## src/rtl/mem_arbiter.sv

```systemverilog
// mem_arbiter: round-robin arbiter joining two picorv32 native-bus masters onto one
// downstream port. One transfer outstanding at a time, with an optional response timeout.
module mem_arbiter #(
   parameter int unsigned TIMEOUT       = 255,
   parameter logic [31:0] TIMEOUT_RDATA = 32'hFFFF_FFFF
) (
   input  logic        clk,
   input  logic        reset,
   input  logic        m0_valid,
   input  logic [31:0] m0_addr,
   input  logic [31:0] m0_wdata,
   input  logic [3:0]  m0_wstrb,
   output logic        m0_ready,
   output logic [31:0] m0_rdata,
   input  logic        m1_valid,
   input  logic [31:0] m1_addr,
   input  logic [31:0] m1_wdata,
   input  logic [3:0]  m1_wstrb,
   output logic        m1_ready,
   output logic [31:0] m1_rdata,
   output logic        s_valid,
   output logic [31:0] s_addr,
   output logic [31:0] s_wdata,
   output logic [3:0]  s_wstrb,
   input  logic        s_ready,
   input  logic [31:0] s_rdata,
   output logic        grant_id,
   output logic        timeout_err
);

   // Counter must be at least one bit wide even when the timeout is disabled
   localparam int unsigned CNT_W = (TIMEOUT > 0) ? $clog2(TIMEOUT + 1) : 1;

   typedef enum logic [1:0] {IDLE, REQ, RESP} state_t;

   state_t             state, state_d;
   logic [CNT_W-1:0]   cnt, cnt_d;
   logic               rr_pri, rr_pri_d;      // master that wins the next tie
   logic               grant_id_d;
   logic               s_valid_d;
   logic [31:0]        s_addr_d, s_wdata_d;
   logic [3:0]         s_wstrb_d;
   logic               m0_ready_d, m1_ready_d;
   logic [31:0]        m0_rdata_d, m1_rdata_d;
   logic               timeout_err_d;
   logic               elig0, elig1, pick, done;
   logic [31:0]        rsp;

   // Next-state and next-output logic
   always_comb begin
      state_d       = state;
      cnt_d         = cnt;
      rr_pri_d      = rr_pri;
      grant_id_d    = grant_id;
      s_valid_d     = s_valid;
      s_addr_d      = s_addr;
      s_wdata_d     = s_wdata;
      s_wstrb_d     = s_wstrb;
      m0_ready_d    = 1'b0;
      m1_ready_d    = 1'b0;
      m0_rdata_d    = m0_rdata;
      m1_rdata_d    = m1_rdata;
      timeout_err_d = 1'b0;
      elig0         = m0_valid & ~m0_ready;
      elig1         = m1_valid & ~m1_ready;
      pick          = 1'b0;
      done          = 1'b0;
      rsp           = s_rdata;

      case (state)
         IDLE: begin
            if (elig0 | elig1) begin
               pick       = (elig0 & elig1) ? rr_pri : elig1;
               grant_id_d = pick;
               rr_pri_d   = ~pick;
               s_valid_d  = 1'b1;
               s_addr_d   = pick ? m1_addr  : m0_addr;
               s_wdata_d  = pick ? m1_wdata : m0_wdata;
               s_wstrb_d  = pick ? m1_wstrb : m0_wstrb;
               cnt_d      = '0;
               state_d    = REQ;
            end
         end
         REQ: begin
            if (s_ready) begin
               done = 1'b1;
            end else begin
               cnt_d = cnt + CNT_W'(1);
               if ((TIMEOUT != 0) && (cnt == CNT_W'(TIMEOUT - 1))) begin
                  done          = 1'b1;
                  rsp           = TIMEOUT_RDATA;
                  timeout_err_d = 1'b1;
               end
            end
            if (done) begin
               s_valid_d = 1'b0;
               state_d   = RESP;
               if (grant_id) begin
                  m1_ready_d = 1'b1;
                  m1_rdata_d = rsp;
               end else begin
                  m0_ready_d = 1'b1;
                  m0_rdata_d = rsp;
               end
            end
         end
         RESP: begin
            state_d = IDLE;
         end
         default: begin
            state_d = IDLE;
         end
      endcase
   end

   // State and output registers with synchronous reset
   always_ff @(posedge clk) begin
      if (reset) begin
         state       <= IDLE;
         cnt         <= '0;
         rr_pri      <= 1'b0;
         grant_id    <= 1'b0;
         s_valid     <= 1'b0;
         s_addr      <= '0;
         s_wdata     <= '0;
         s_wstrb     <= '0;
         m0_ready    <= 1'b0;
         m1_ready    <= 1'b0;
         m0_rdata    <= '0;
         m1_rdata    <= '0;
         timeout_err <= 1'b0;
      end else begin
         state       <= state_d;
         cnt         <= cnt_d;
         rr_pri      <= rr_pri_d;
         grant_id    <= grant_id_d;
         s_valid     <= s_valid_d;
         s_addr      <= s_addr_d;
         s_wdata     <= s_wdata_d;
         s_wstrb     <= s_wstrb_d;
         m0_ready    <= m0_ready_d;
         m1_ready    <= m1_ready_d;
         m0_rdata    <= m0_rdata_d;
         m1_rdata    <= m1_rdata_d;
         timeout_err <= timeout_err_d;
      end
   end

endmodule

```

## config.mk

```make
export PLATFORM = sky130hd
export DESIGN_NAME = mem_arbiter
export DESIGN_NICKNAME = d
export VERILOG_FILES = /design/src/rtl/mem_arbiter.sv
export SDC_FILE = /design/constraint.sdc
export NUM_CORES = 1
export LEC_CHECK = 0
export CAP_MARGIN = 5
export CORE_MARGIN = 1
export CORE_UTILIZATION = 30
export DETAILED_ROUTE_END_ITERATION = 16
export PLACE_DENSITY = 0.65
export REMOVE_ABC_BUFFERS = 1
export SKIP_LAST_GASP = 1
export SLEW_MARGIN = 30
export SYNTH_ARGS = -nofsm -noshare
export SYNTH_HDL_FRONTEND = slang
export SYNTH_SLANG_ARGS = --single-unit
export TNS_END_PERCENT = 50
```

## constraint.sdc

```tcl
create_clock -name clk -period 1.45 [get_ports clk]
set_input_delay 0.3625 -clock clk [delete_from_list [all_inputs] [get_ports clk]]
set_output_delay 0.3625 -clock clk [all_outputs]
set_load 0.02 [all_outputs]
```

==> impl_metrics.toml <==
[place]
globalplace.congestion = 0.7463
dpl_worst_slack_ps = -647.5
port_buffers = 309
dp_hpwl_um = 12920
place_area_mm2 = 0.009091

[synthesis]
syn_area_per_cell_um2 = 10.25
synth_edf_count = 0
synth_top_area_share_pct = 53.73
ys.flop_type = "dfxtp_1"
synth_area_leader_cell = "dfxtp_1"
synth_area_leaders = "dfxtp_1 54%, a32oi_1 11%, nand2_1 9.7%"
netlist_instances = 538
ys_async_sr_fraction_pct = 0
ys_seq_area_share_pct = 53.73
syn-cell-area_mm2 = 0.005514
synth.ff_latch_count = 148
ys_warn_count = 0
synth_cell_types = 37

[global_routing]
gr-total-overflow = 0
grt_pass1_vias = 5303
grt.total_usage_pct = 18.90
grt_max_degree = 62
antenna_found_initial = 0
grt_first_pass_wirelength_um = 27540

[pwr]
peakVddDrop_v = 0.0007427
total_power_mw = 10.99
power-per-cell-area_mw_per_mm2 = 1079
leakage_nw = 4.142

[clocking]
path_clk_slew_ps = 60
htree_levels = 4
cts_buffers = 17
cts_tree = "yes"
cts_sinks = 148
hold_buffers = 0
cts_max_path_buffers = 2
clk-insertion-delay-late_ps = 420
root_buffer = "clkbuf_16"

[drt]
drt_iter0_drc = 180
wl_um = 19900
antenna_left = 0
vias = 5574
wl_per_cell_um = 17.96
drc = 0
drtPass1Iterations = 4
routed_via_density = 5.031

[floorplan]
rows = 49
dieWidth_um = 137.6
die_area_mm2 = 0.01893
io_pins = 310
core-area_mm2 = 0.01796
die_y_um = 137.6
initial_core_util_pct = 30.70

[timing]
layout_min_cycle_time_ps = 1530
max_freq_mhz = 653.5
tightest_slew_ps = 427.8
rsz0062_at_grt = "true"
fin_skew_ps = 9.412
final-hold-violation-count = 0
final-max-slew-violation-count = 0
setup-violations-final = 95
post-route-period-util_pct = 105.5
finalSetupTns_ps = -3543
relSlewSlack_pct = 71.48
setup_slack_ps = -80.23

[setup_path]
cp_top_family = "buffers and inverters"
crit_path_start = "s_ready"
cp_max_fo = 6
critPathKind = "in -> reg"
reg2reg_slack_ps = -70
r2r_start = "cnt[0]"
path_depth = 6
r2r_cells = 7
r2r-end = "m0_rdata[20]"
crit_arrival_ps = 1830
startpoint_type = "input port"
crit_end = "m0_rdata[20]"
slowest_stage = "clkdlybuf4s50_1"
cpPeakStageDelay_ps = 550
required_ps = 1750
path_cells = "clkdlybuf4s50_1, a41oi_4, nor3b_4, buf_6, clkbuf_16, o221a_1"
crit_buf_inv = 3
cp-end-kind = "register"

[run]
maxCapViolCount = 0

[status]
outcome = "finished with violations"
failed_checks = "setup timing"

[cells_and_area]
syn2layout_area_growth_pct = 84.75
fin_nets = 1041
fin_area_mm2 = 0.01019
drive_above_1_share_pct = 24.80
antenna_cells = 0
fin_util_pct = 56.71

[worst_hold_path]
min_path_type = "in -> reg"
==> Yosys cell counts, types with 3 or more instances <==
master,count
a32oi_1,68
o221a_1,34
nand2_1,142
nor2_1,5
buf_2,10
inv_1,3
o221a_2,28
nand3_1,9
buf_6,3
a21oi_1,7
a21o_1,3
buf_4,3
xor2_1,3
nor3_1,3
nor2b_1,3
nand2b_1,5
clkbuf_1,35
dfxtp_1,148
==> stage by stage <==
| stage | std cells | hold slack [ps] |
|---|---|---|
| after floorplan | 487 | 431.6 |
| after global placement | 1061 | 453.8 |
| after detailed placement | 1061 | 454.8 |
| after CTS | 1093 | 446.4 |
| after global routing | 1108 | 463.8 |
| final | 1108 | 465.0 |
==> layout make-up <==
cell class | count | area (µm²)
inverter | 3 | 13.76
clock buffer | 22 | 454.2
sequential | 148 | 2968
multi-input combinational | 336 | 2531
fill | 1609 | 7776
timing repair buffer | 360 | 3857
tap | 229 | 286.5
clock inverter | 10 | 76.32
==> cells in the final DEF, fill, tap and decap left out, types with 23 or more instances in the layout <==
cell type	count
nand2_1	112
o221a_1	34
buf_4	24
a32oi_1	65
clkbuf_16	23
clkdlybuf4s15_2	55
clkdlybuf4s50_1	170
o221a_2	26
clkdlybuf4s15_1	78
dfxtp_1	144
==> worst reg2reg max path: cells and delay by family, from the launching register on <==
family / cells / cell delay [ps]
and+or+nand+nor: 1 / 70
AOI/OAI and AO/OA: 2 / 490
DFF: 1 / 330
buffers and inverters: 3 / 360
adders and majority gates: 1 / 160
==> report_power, final <==
part / internal, mW / switching [mW]
Combinational: 1.25 / 1.19
Sequential: 4.39 / 0.171
Clock: 2.24 / 1.75
==> what timing repair did <==
action	4_1_cts	5_1_grt
pin swaps	1	25
resized for setup	335	72
setup endpoints to repair	278	225
cloned	0	10
buffers inserted	0	5
==> registers in the layout, summed over array words and instances, names as in the netlist, 2 cells and up <==
signal / cells
m1_rdata: 32
cnt: 8
m0_rdata: 32
s_wdata: 32
s_addr: 32
s_wstrb: 4
state: 2
==> worst min-delay path by stage <==
stage	start	to	slack, ps	cells past startpoint
4_1_cts	m0_addr[2]	s_addr[2]	450	3
5_1_grt	reset	m1_ready	460	3
3_3_place_gp	m0_rdata[30]	m0_rdata[30]	450	1
2_1_floorplan	reset	cnt[0]	430	1
3_5_place_dp	m0_rdata[30]	m0_rdata[30]	450	1
6_report	reset	m1_ready	470	3
==> logic make-up (layout without fill, tap and decap cells) <==
group	count (synthesis)	count (layout)	share of synthesized area, %
adder cells (fa/ha/maj)	2	2	0.4538
AND/OR/NAND/NOR	181	181	14.11
AO/OA/AOI/OAI	148	148	26.34
XOR/XNOR	3	3	0.4766
flip-flops	148	148	53.73
buffers and inverters	54	395	4.516
multiplexers	2	2	0.3631
==> metal layers <==
metal | global-route usage (%) | part of all wire [%] | up-vias
met3 | 7.211 | 9.5 | 29
met5 | 0 | 0 | -
met2 | 30.79 | 47 | 244
li1 | - | - | 2697
met1 | 22.25 | 41 | 2604
met4 | 7.387 | 2.0 | 0
(Power assumes the default switching activity.)
